==> src/rtl/trdb_pkg.sv <==
// rtl/trdb_pkg.sv - shared types and helpers for the trace resync controller
package trdb_pkg;

    typedef enum logic [1:0] {
        SYNC_START   = 2'd0,
        SYNC_FORCE   = 2'd1,
        SYNC_TIMEOUT = 2'd2,
        SYNC_NONE    = 2'd3
    } sync_cause_e;

    typedef enum logic [1:0] {
        ST_OFF   = 2'd0,
        ST_IDLE  = 2'd1,
        ST_REQ   = 2'd2,
        ST_CLEAR = 2'd3
    } resync_state_e;

    // Bit positions inside the pending-flag vector
    localparam int unsigned FLAG_START   = 0;
    localparam int unsigned FLAG_FORCE   = 1;
    localparam int unsigned FLAG_TIMEOUT = 2;

    // Highest-priority pending cause: START > FORCE > TIMEOUT
    function automatic sync_cause_e pick_cause(input logic [2:0] flags);
        if (flags[FLAG_START]) begin
            return SYNC_START;
        end else if (flags[FLAG_FORCE]) begin
            return SYNC_FORCE;
        end else if (flags[FLAG_TIMEOUT]) begin
            return SYNC_TIMEOUT;
        end
        return SYNC_NONE;
    endfunction

    // Pending-flag bit that a given cause serves
    function automatic logic [2:0] cause_mask(input sync_cause_e cause);
        case (cause)
            SYNC_START:   return 3'b001;
            SYNC_FORCE:   return 3'b010;
            SYNC_TIMEOUT: return 3'b100;
            default:      return 3'b000;
        endcase
    endfunction

endpackage

==> src/rtl/trdb_resync_ctrl.sv <==
// rtl/trdb_resync_ctrl.sv - arbitrates sync packet requests and clears the resync counter
module trdb_resync_ctrl
    import trdb_pkg::*;
#(
    parameter int unsigned MERGE_CNT_W = 8
) (
    input  logic                   clk_i,
    input  logic                   rst_ni,
    input  logic                   trace_enabled_i,
    input  logic                   trace_start_i,
    input  logic                   force_sync_i,
    input  logic                   gt_resync_max_i,
    input  logic                   et_resync_max_i,
    input  logic                   sync_ready_i,
    output logic                   sync_valid_o,
    output logic [1:0]             sync_cause_o,
    output logic                   resync_rst_o,
    output logic                   resync_imminent_o,
    output logic [MERGE_CNT_W-1:0] merged_cnt_o
);

    resync_state_e          state_q;
    sync_cause_e            cause_q;
    logic [2:0]             flags_q;
    logic                   gt_q;
    logic                   valid_q;
    logic                   rst_pulse_q;
    logic [MERGE_CNT_W-1:0] merged_q;

    logic       gt_rise;
    logic [2:0] new_events;
    logic [2:0] eff_flags;
    logic       xfer;
    logic       merge_hit;

    // Fold this cycle's events into the pending set so they are acted on without delay
    always_comb begin
        gt_rise    = gt_resync_max_i & ~gt_q;
        new_events = {gt_rise, force_sync_i, trace_start_i};
        eff_flags  = flags_q | new_events;
        xfer       = valid_q & sync_ready_i;
        merge_hit  = |(eff_flags & ~cause_mask(cause_q));
    end

    // Request FSM with registered outputs; loss of enable aborts from any active state
    always_ff @(posedge clk_i) begin
        if (!rst_ni) begin
            state_q     <= ST_OFF;
            cause_q     <= SYNC_NONE;
            flags_q     <= 3'b000;
            gt_q        <= 1'b0;
            valid_q     <= 1'b0;
            rst_pulse_q <= 1'b0;
            merged_q    <= '0;
        end else begin
            gt_q        <= gt_resync_max_i;
            rst_pulse_q <= 1'b0;
            if (state_q == ST_OFF) begin
                // Only the start pulse survives while tracing is off
                flags_q[FLAG_START] <= flags_q[FLAG_START] | trace_start_i;
                if (trace_enabled_i) begin
                    state_q <= ST_IDLE;
                end
            end else if (!trace_enabled_i) begin
                state_q     <= ST_OFF;
                flags_q     <= 3'b000;
                valid_q     <= 1'b0;
                cause_q     <= SYNC_NONE;
                rst_pulse_q <= 1'b1;
            end else if (state_q == ST_REQ) begin
                if (xfer) begin
                    state_q     <= ST_CLEAR;
                    flags_q     <= 3'b000;
                    valid_q     <= 1'b0;
                    cause_q     <= SYNC_NONE;
                    rst_pulse_q <= 1'b1;
                    if (merge_hit && (merged_q != {MERGE_CNT_W{1'b1}})) begin
                        merged_q <= merged_q + MERGE_CNT_W'(1);
                    end
                end else begin
                    flags_q <= eff_flags;
                end
            end else begin
                // IDLE and CLEAR both launch a new request when anything is pending
                flags_q <= eff_flags;
                if (|eff_flags) begin
                    state_q <= ST_REQ;
                    valid_q <= 1'b1;
                    cause_q <= pick_cause(eff_flags);
                end else begin
                    state_q <= ST_IDLE;
                end
            end
        end
    end

    assign sync_valid_o      = valid_q;
    assign sync_cause_o      = cause_q;
    assign resync_rst_o      = rst_pulse_q;
    assign merged_cnt_o      = merged_q;
    assign resync_imminent_o = et_resync_max_i & trace_enabled_i & (state_q == ST_IDLE);

endmodule

==> config.mk <==
export PLATFORM = sky130hd
export DESIGN_NAME = trdb_resync_ctrl
export DESIGN_NICKNAME = d
export VERILOG_FILES = /design/src/rtl/trdb_pkg.sv /design/src/rtl/trdb_resync_ctrl.sv
export SDC_FILE = /design/constraint.sdc
export NUM_CORES = 1
export LEC_CHECK = 0
export ABC_AREA = 1
export CAP_MARGIN = 10
export CORE_UTILIZATION = 52
export DETAILED_ROUTE_END_ITERATION = 7
export PLACE_DENSITY = 0.82
export SYNTH_ARGS = -nofsm -noshare
export SYNTH_HDL_FRONTEND = slang
export SYNTH_SLANG_ARGS = --single-unit
==> constraint.sdc <==
create_clock -name clk_i -period 2.6 [get_ports clk_i]
set_input_delay 0.65 -clock clk_i [delete_from_list [all_inputs] [get_ports clk_i]]
set_output_delay 0.65 -clock clk_i [all_outputs]
set_load 0.02 [all_outputs]
==> results of run 1 <==
## cells by family (layout without fill, tap and decap cells)
| group | count (synthesis) | count (layout) | share of synthesized area (%) |
|---|---|---|---|
| and+or+nand+nor | 87 | 87 | 41.9 |
| adders and majority gates | 1 | 1 | 1.33 |
| xor gates and xnor gates | 3 | 3 | 2.79 |
| DFF | 18 | 18 | 38.2 |
| buffers and inverters | 21 | 46 | 8.62 |
| AOI/OAI and AO/OA | 13 | 13 | 7.16 |
## synth_stat cells
library cell / number / share of area, %
nand3_1: 14 / 7.4
xnor2_1: 2 / 1.9
ha_1: 1 / 1.3
clkinv_1: 1 / 0.40
nand2_1: 44 / 18
nand2_2: 1 / 0.66
nand3_4: 1 / 1.9
dfxtp_1: 18 / 38
nor4_1: 1 / 0.66
nor2_2: 2 / 1.3
xor2_1: 1 / 0.93
o211ai_1: 1 / 0.80
nand4_1: 1 / 0.66
inv_2: 3 / 1.2
nand3b_1: 2 / 1.6
nor2_1: 17 / 6.8
inv_4: 1 / 0.66
a21oi_1: 9 / 4.8
nor3_1: 2 / 1.1
nor2_4: 1 / 1.2
o21ai_0: 3 / 1.6
inv_1: 16 / 6.4
nand2_4: 1 / 1.2
## stage by stage
| step | hold slack [ns] | total power, mW | cells | setup slack, ns | area [sq um] |
|---|---|---|---|---|---|
| after CTS | 0.453 | 0.549 | 193 | 0.0267 | 1220 |
| after global routing | 0.474 | 0.569 | 193 | 0.292 | 1220 |
| after detailed placement | 0.438 | 0.375 | 189 | 0.0279 | 1180 |
| after floorplan | 0.425 | 0.342 | 143 | 0.807 | 943 |
| final | 0.451 | 0.548 | 193 | 0.405 | 1220 |
| after global placement | 0.433 | 0.373 | 189 | 0.0425 | 1180 |
## power by group through the flow
| stage | Sequential [mW] | Combinational, mW | Clock [mW] |
|---|---|---|---|
| floorplan | 0.302 | 0.0403 | 0 |
| global placement | 0.297 | 0.0754 | 0 |
| detailed placement | 0.298 | 0.0768 | 0 |
| CTS | 0.292 | 0.0778 | 0.179 |
| global route | 0.293 | 0.0866 | 0.190 |
| finish | 0.292 | 0.0778 | 0.179 |
## flip-flops by register name (all words and copies together), names as in the netlist
register / count
state_q: 2
sync_cause_o: 2
gt_q: 1
flags_q: 3
merged_cnt_o: 8
resync_rst_o: 1
sync_valid_o: 1
## layer usage
metal	track usage (%)	share of wire (%)
met1	28.0	47
met2	41.5	49
met3	5.31	2.8
met4	7.88	1.2
met5	0	0
## layout make-up
cell class	count	area [sq um]
well taps	25	31.3
fillers	145	487
clock buffers	4	36.3
inverters	21	81.3
flip-flops and latches	18	360
repair buffers	21	210
multi-input cells	104	502
## critical path, stage by stage
cell and delay (ns):
clkdlybuf4s50_1 0.48, nand2_1 0.06, nor3_1 0.11, dlymetal6s2s_1 0.24
## repair_timing
item                                    CTS  global route
buffers inserted                          0             0
gates resized for setup                   0             1
endpoints found under the setup margin    0             1
## worst min path at each step
stage	from	cells past startpoint	to	slack [ns]
finish	flags_q[2]$_SDFFE_PN0N_	2	flags_q[2]$_SDFFE_PN0N_	0.45
global placement	flags_q[2]$_SDFFE_PN0N_	2	flags_q[2]$_SDFFE_PN0N_	0.43
CTS	flags_q[2]$_SDFFE_PN0N_	2	flags_q[2]$_SDFFE_PN0N_	0.45
detailed placement	flags_q[2]$_SDFFE_PN0N_	2	flags_q[2]$_SDFFE_PN0N_	0.44
global route	flags_q[2]$_SDFFE_PN0N_	2	flags_q[2]$_SDFFE_PN0N_	0.47
floorplan	flags_q[2]$_SDFFE_PN0N_	2	flags_q[2]$_SDFFE_PN0N_	0.43
==> out/summary.md, run 1 <==
## Run status
* outcome: complete, no violations

## CTS
* number of CTS-inserted buffers: 3
* Clock Pin Slew Worst Setup and Hold Paths: 0.11 ns
* number of sinks handled by clock tree synthesis: 18
* clock latency at the later pin of the worst-skew pair: 0.30 ns
* TritonCTS clock tree: yes
* CTS Buffer Depth: 2
* # hold bufs at CTS: 0
* Root Driver: clkbuf_4
* Max H-tree Level: 1

## Global routing
* initial antenna violation count: 0
* overall routing resource usage: 23.5%
* global-route wire length before repair: 3460 microns
* overflow left after global routing: 0
* maximum number of pins on one net before global-route repair: 11
* vias in the first global route: 859

## Floorplanning
* total number of placement rows: 15
* Die Span Y: 44.6 microns
* area of the die: 0.00199 sq mm
* die outline width: 44.6 microns
* number of primary I/O pins: 21
* floorplan core area: 0.00171 sq mm
* starting utilization of the core area: 55.2%

## Placed design
* hpwl dp: 1490 microns
* global placement routability congestion: 0.744
* count of buffers from port buffering: 20

## Synthesis
* Post-Synthesis Net Count: 152
* Netlist cell types: 23
* flop and latch count out of synthesis: 18
* sequential-to-total area share from yosys stat: 38.2%
* count of synthesis-stage warnings from yosys: 0
* Gate Count Post-Synth: 143
* Avg Inst Size Synth: 6.60 sq um
* post-synthesis cell area: 943 sq um

## STA
* RSZ-0062 raised after global routing: no
* worst max-slew margin expressed relative to the limit: 78.7%
* Worst-Margin Slew: 0.315 ns
* number of pins with negative max-slew slack in the final report: 0
* part of the cycle the worst path needs: 84.4%
* final-report hold violation count: 0
* worst clock skew: 0.00255 ns
* final period demand of the worst path: 2.20 ns
* highest achievable clock rate: 456 MHz
* final setup violating endpoints: 0
* total negative setup slack: 0 ns

## Critical path
* required arrival time at the worst endpoint: 1.95 ns
* setup slack of the most critical reg-to-reg path: 1.15 ns
* critical path endpoint category: output port
* end point of the critical path: resync_imminent_o
* crit path from: trace_enabled_i
* endpoint arrival time on the critical path: 1.55 ns
* classification of the worst setup path: in -> out
* kind of launch point of the worst setup path: input pin
* source of the worst register-to-register timing path: merged_cnt_o[0]$_SDFFE_PN0P_
* endpoint of the lowest-slack register-to-register path: merged_cnt_o[0]$_SDFFE_PN0P_
* highest fanout seen on the critical path: 2
* cell depth of the worst flop-to-flop path: 10

## Run
* # Max-Cap Violations: 0

## Pwr
* P_leak: 0.539 nW
* share of power burned in the clock network: 32.6%
* net switching fraction of the power: 26.5%
* sequential fraction of design power: 53.2%
* power per standard cell area: 449 mW/mm^2
* peak ir drop on the vdd network: 0.000336 V
* Net Switching: 145 uW
* internal power: 403 uW
* part of the total power dissipated in combinational logic: 14.2%

## Layout
* net total in the final layout: 178
* Area growth syn-to-layout: 29.4%
* fraction of layout instances using a drive strength above 1: 8.93%
* most frequent cells in the layout: 44 x nand2_1, 19 x clkdlybuf4s50_1, 18 x dfxtp_1
* commonest non-fill, non-tap cell in the layout: nand2_1
* diodes inserted: 0
* final core utilization: 71.5%

## Drt
* routed wire length per instance: 10.7 microns
* average vias per placed instance: 4.98
* Pre-Repair DR Iteration Count: 4
* number of routed nets with antenna violations: 0
* DRC: 0
* total wire length: 2070 microns
* via count: 961
* starting DRC count in detailed routing: 27

## Hold path
* type of the most critical hold path: reg -> reg

(Power assumes the default switching activity.)
==> run 2, diff against run 1 <==
--- a/config.mk
+++ b/config.mk
@@ -7,9 +7,9 @@
 export LEC_CHECK = 0
 export ABC_AREA = 1
 export CAP_MARGIN = 10
-export CORE_UTILIZATION = 52
+export CORE_UTILIZATION = 44
 export DETAILED_ROUTE_END_ITERATION = 7
-export PLACE_DENSITY = 0.82
+export PLACE_DENSITY = 0.74
 export SYNTH_ARGS = -nofsm -noshare
 export SYNTH_HDL_FRONTEND = slang
 export SYNTH_SLANG_ARGS = --single-unit
==> constraint.sdc (replaced) <==
create_clock -name clk_i -period 1.9 [get_ports clk_i]
set_input_delay 0.475 -clock clk_i [delete_from_list [all_inputs] [get_ports clk_i]]
set_output_delay 0.475 -clock clk_i [all_outputs]
set_load 0.02 [all_outputs]
==> out/summary.md, run 2 (synthesis results as in run 1) <==
## Global routing
* overall routing resource usage: 18.4%, -5.2 points
* vias in the first global route: 806, -6.2%
* maximum number of pins on one net before global-route repair: 11, unchanged
* global-route wire length before repair: 3320 microns, -4.0%
* initial antenna violation count: 0, unchanged
* overflow left after global routing: 0, unchanged

## STA
* highest achievable clock rate: 544 MHz
* final period demand of the worst path: 1.84 ns
* worst max-slew margin expressed relative to the limit: 79.6%, +0.84 points
* final-report hold violation count: 0, unchanged
* Worst-Margin Slew: 0.303 ns, -0.0125 ns
* part of the cycle the worst path needs: 96.8%
* final setup violating endpoints: 0, unchanged
* final hold slack: 0.456 ns, +0.00551 ns
* number of pins with negative max-slew slack in the final report: 0, unchanged
* worst clock skew: 0.00199 ns, -0.000560 ns
* RSZ-0062 raised after global routing: no

## CTS
* Clock Pin Slew Worst Setup and Hold Paths: 0.10 ns, about the same
* # hold bufs at CTS: 0, unchanged
* clock latency at the later pin of the worst-skew pair: 0.30 ns, about the same
* number of sinks handled by clock tree synthesis: 18, unchanged
* TritonCTS clock tree: yes
* post-CTS setup buffer count: 0, unchanged
* number of CTS-inserted buffers: 3, unchanged
* Root Driver: clkbuf_4
* Max H-tree Level: 1, unchanged
* count of instances resized after the clock tree is built: 6, +6
* CTS Buffer Depth: 2, unchanged

## Placed design
* hpwl dp: 1550 microns, +4.0%
* count of buffers from port buffering: 20, unchanged
* cell area reported after detailed placement: 0.00121 sq mm, +2.8%
* global placement routability congestion: 0.844, +14%

## Layout
* Largest register FFs: 8, unchanged
* diodes inserted: 0, unchanged
* most frequent cells in the layout: 44 x nand2_1, 18 x dfxtp_1, 17 x nor2_1
* fraction of layout instances using a drive strength above 1: 11.6%, +2.7 points
* Final Cell Area: 0.00125 sq mm, +2.6%
* net total in the final layout: 182, +2.2%
* final core utilization: 63.2%, -8.3 points
* Area growth syn-to-layout: 32.8%
* commonest non-fill, non-tap cell in the layout: nand2_1

## Drt
* met2 routed wirelength: 999 microns, -2.0%
* via count: 970, +0.94%
* Pre-Repair DR Iteration Count: 4, unchanged
* WL met1: 871 microns, -9.8%
* DRC: 0, unchanged
* routed wire length per instance: 10.1 microns, -5.7%
* starting DRC count in detailed routing: 11, -59%
* total wire length: 2010 microns, -2.8%
* average vias per placed instance: 4.87, -2.1%
* met3 wire length: 111 microns, +91%
* number of routed nets with antenna violations: 0, unchanged
* top layer used by detailed routing: met4

## Floorplanning
* floorplan core area: 0.00198 sq mm, +16%
* Die Span Y: 48.3 microns, +8.3%
* starting utilization of the core area: 47.6%, -7.6 points
* number of primary I/O pins: 21, unchanged
* area of the die: 0.00233 sq mm, +17%
* total number of placement rows: 16, +1
* die outline width: 48.3 microns, +8.3%

## Hold path
* type of the most critical hold path: reg -> reg

## Critical path
* endpoint arrival time on the critical path: 1.36 ns, -0.19 ns
* cell chain of the critical path: clkdlybuf4s50_1
* classification of the worst setup path: reg -> out
* setup slack of the most critical reg-to-reg path: 0.46 ns, -0.69 ns
* slowest CP cell: clkdlybuf4s50_1
* highest fanout seen on the critical path: 5, +3
* Critical path buffers and inverters: 1, -1
* cell family contributing the most delay on the critical path: buffers and inverters
* critical path endpoint category: output port
* maximum single-stage delay on the critical path: 0.63 ns, +0.15 ns
* required arrival time at the worst endpoint: 1.42 ns, -0.53 ns
* kind of launch point of the worst setup path: register

## Pwr
* power per standard cell area: 602 mW/mm^2, +34%
* total power draw: 755 uW, +38%
* peak ir drop on the vdd network: 0.000556 V, +65%
* P_leak: 0.604 nW, +12%

## Run status
* outcome: complete, no violations

## Run
* # Max-Cap Violations: 0, unchanged

[run 2: area by class of cell]
| type | instances | area (sq um) |
|---|---|---|
| tap | 27 | 33.8 |
| sequential | 18 | 360 |
| timing repair buffer | 25 | 239 |
| multi-input combinational | 104 | 502 |
| clock buffer | 4 | 36.3 |
| inverter | 21 | 81.3 |
| fill | 175 | 729 |
[run 2: worst paths after layout]
| path | endpoint | cells after the start | from |
|---|---|---|---|
| worst max-delay path | merged_cnt_o[1] | 1 | merged_cnt_o[1]$_SDFFE_PN0P_ |
| worst max register to register | merged_cnt_o[1]$_SDFFE_PN0P_ | 10 | merged_cnt_o[1]$_SDFFE_PN0P_ |
| worst min-delay path | flags_q[2]$_SDFFE_PN0N_ | 2 | flags_q[2]$_SDFFE_PN0N_ |
| worst min register to register | flags_q[2]$_SDFFE_PN0N_ | 2 | flags_q[2]$_SDFFE_PN0N_ |
[run 2: metal layers]
layer,global-route usage (%),vias to the layer above
met5,0,-
met4,7.35,0
met3,3.77,3
met2,32.9,30
met1,21.3,432
li1,-,505
[run 2: power by group]
part	total [mW]	internal [mW]	switching [mW]	leakage [nW]
clock network	0.244	0.117	0.127	0.0210
logic	0.112	0.0492	0.0632	0.436
registers	0.398	0.390	0.00817	0.147
[run 2: through the flow]
stage / setup TNS (ns) / setup WS (ns) / cells
after floorplan: 0 / 0.457 / 143
after global placement: -0.316 / -0.316 / 195
after detailed placement: -0.331 / -0.331 / 195
after CTS: 0 / 0.0466 / 199
after global routing: 0 / 0.0124 / 199
final: 0 / 0.0602 / 199
==> RTL edit: new RTL, settings of run 1 <==
Change the parameter `MERGE_CNT_W` from 8 to 6.
--- a/src/rtl/trdb_resync_ctrl.sv
+++ b/src/rtl/trdb_resync_ctrl.sv
@@ -2,7 +2,7 @@
 module trdb_resync_ctrl
     import trdb_pkg::*;
 #(
-    parameter int unsigned MERGE_CNT_W = 8
+    parameter int unsigned MERGE_CNT_W = 6
 ) (
     input  logic                   clk_i,
     input  logic                   rst_ni,
Ports: changed (resized merged_cnt_o); port bits go from 21 to 19. No check against the original RTL was run, so the function may have changed too.
==> RTL edit against run 1 <==
Cell count is 21% lower; count of clock-buffer cells in the layout stayed put; synthesized area down 13%; via count decreased by 19%; total power shrank 7.8%; sequential cell count is 2 lower; combinational power fell by 0.6%; die area shrank 12%; largest cell class unchanged; sequential share of layout area grew 0.57 points; cell area is 13% lower; worst setup slack got worse by 0.10 ns; routed wire length shrank 19%.
==> RTL edit: results (changes against run 1) <==
| Metric | Value |
|---|---|
| Status | `finished, final reports clean` |
| Slew margin rel. | `0.828 (+0.0401)` |
| TritonRoute pass-1 iters | `4 (unchanged)` |
| Slowest cell on the critical path | `clkdlybuf4s50_1` |
| Clock Tree Buf Depth | `2 (unchanged)` |
| Hold Path Sink | `sync_valid_o$_SDFFE_PN0P_` |
| Layout cells sized above 1 | `0.145 (+0.0556)` |
| Final-stage net count | `148 (-17%)` |
| Worst-path clk slew | `0.09 ns (-0.02 ns)` |
| Largest net degree at the start of global routing | `10 (-1)` |
| Commonest cells in the netlist | `nand2_1 (28), dfxtp_1 (16), nand3_1 (13), nor2_1 (11), inv_1 (10)` |
| DPL Wire Length | `1250 um (-16%)` |
| Internal reg-to-reg setup slack | `1.12 ns (-0.03 ns)` |
| Reg2Reg Launch Point | `merged_cnt_o[1]$_SDFFE_PN0P_` |
| GPL Wtd Cong | `0.841 (+13%)` |
| Routed len/inst | `11.0 um (+2.3%)` |
| Clock skew after layout | `0.00391 ns (+0.00136 ns)` |
| Clk root buf | `clkbuf_4` |
| Crit Reg-Reg Endpoint | `merged_cnt_o[0]$_SDFFE_PN0P_` |
| Clk_lat worst skew | `0.29 ns` |
| Netlist cell types | `22 (-4.3%)` |
| Min-Delay Path Depth | `2 (unchanged)` |
| GRT overflow | `0 (unchanged)` |
| Most area-consuming cells after synthesis | `dfxtp_1 (39%), nand2_1 (13%), nand3_1 (7.9%)` |
| Leakage | `0.443 nW (-18%)` |
| First-pass GRT wire length | `2710 um (-22%)` |
| Worst Hold Launch | `sync_valid_o$_SDFFE_PN0P_` |
| Post-cts sizing count | `1 (+1)` |
| DRT iter0 DRCs | `25 (-7.4%)` |
| Initial antenna violation count | `0 (unchanged)` |
| GRT Total Usage | `0.202 (-0.0335)` |
| Syn_nets | `124 (-18%)` |
| Vias in the first global route | `641 (-25%)` |
| Port Buffers | `18 (-10%)` |
| FF-to-FF path depth | `8 (-2)` |
| Total CTS buffers | `3 (unchanged)` |
| Crit path largest cell delay | `0.47 ns` |
| Predominant post-synthesis flop cell | `dfxtp_1` |
| Register area share after synthesis | `0.389 (+0.00709)` |
| Peak supply drop | `0.314 mV (-6.6%)` |
| Max FFs per register | `6 (-2)` |
| Post-CTS Setup Bufs | `0 (unchanged)` |
| Routed via count | `782 (-19%)` |
| FFs w/ async S/R, synth | `0 (unchanged)` |
| Yosys warns | `0 (unchanged)` |
| CP Data Arrival Time | `1.65 ns (+0.10 ns)` |
## RTL edit: changes by cell type after synthesis, moves of 2 or more
cell	before	now
nor2_2	2	5
dfxtp_1	18	16
nand2_1	44	28
o21ai_0	3	5
inv_2	3	1
inv_1	16	10
nand2_2	1	3
nor2_1	17	11
## RTL edit: through the flow
stage	cell area, um2	hold WS [ns]	std cells	worst slack, ns
after detailed placement	1030	0.471	149	-0.000333
after CTS	1060	0.489	153	0.289
after floorplan	823	0.468	115	0.807
final	1060	0.484	153	0.304
after global routing	1060	0.504	153	0.236
after global placement	1030	0.467	149	0.0364
## RTL edit: worst max-delay path by stage
stage                    startpoint                 to  depth (start not counted)
global placement    trace_enabled_i  resync_imminent_o                          4
detailed placement  trace_enabled_i  resync_imminent_o                          4
floorplan           et_resync_max_i  resync_imminent_o                          2
CTS                 trace_enabled_i  resync_imminent_o                          4
global route        trace_enabled_i  resync_imminent_o                          4
finish              trace_enabled_i  resync_imminent_o                          4
## RTL edit: cell families after synthesis
group / synth area share
buf+inv: 0.0608
flops: 0.389
simple gates: 0.424
xor+xnor: 0.0319
compound gates: 0.0790
fa+ha+maj: 0.0152
## RTL edit: final cells by class
cell class | count | area (um2)
multi-input combinational | 86 | 453
inverter | 13 | 50.0
tap | 15 | 18.8
sequential | 16 | 320
fill | 105 | 318
clock buffer | 4 | 36.3
timing repair buffer | 19 | 186
## RTL edit: power breakdown
group / internal (W) / total [W] / switching [W]
clock: 0.0000854 / 0.000168 / 0.0000821
combinational: 0.0000331 / 0.0000773 / 0.0000442
sequential: 0.000254 / 0.000261 / 0.00000628
total: 0.000373 / 0.000505 / 0.000133
## RTL edit: worst register-to-register path: stages, from the launching register on
cell	delay [ns]
dfxtp_1	0.41
ha_1	0.22
nand3_1	0.18
nor2_4	0.19
nor2_8	0.07
nand2_4	0.10
clkinv_2	0.07
nor2_1	0.11
nor2_2	0.04
## RTL edit: metal layers
metal	global-route usage	vias up	part of all wire
met3	0.0391	5	0.047
met4	0.116	0	0.023
met1	0.271	338	0.50
met5	0	-	0
li1	-	416	-
met2	0.300	23	0.43
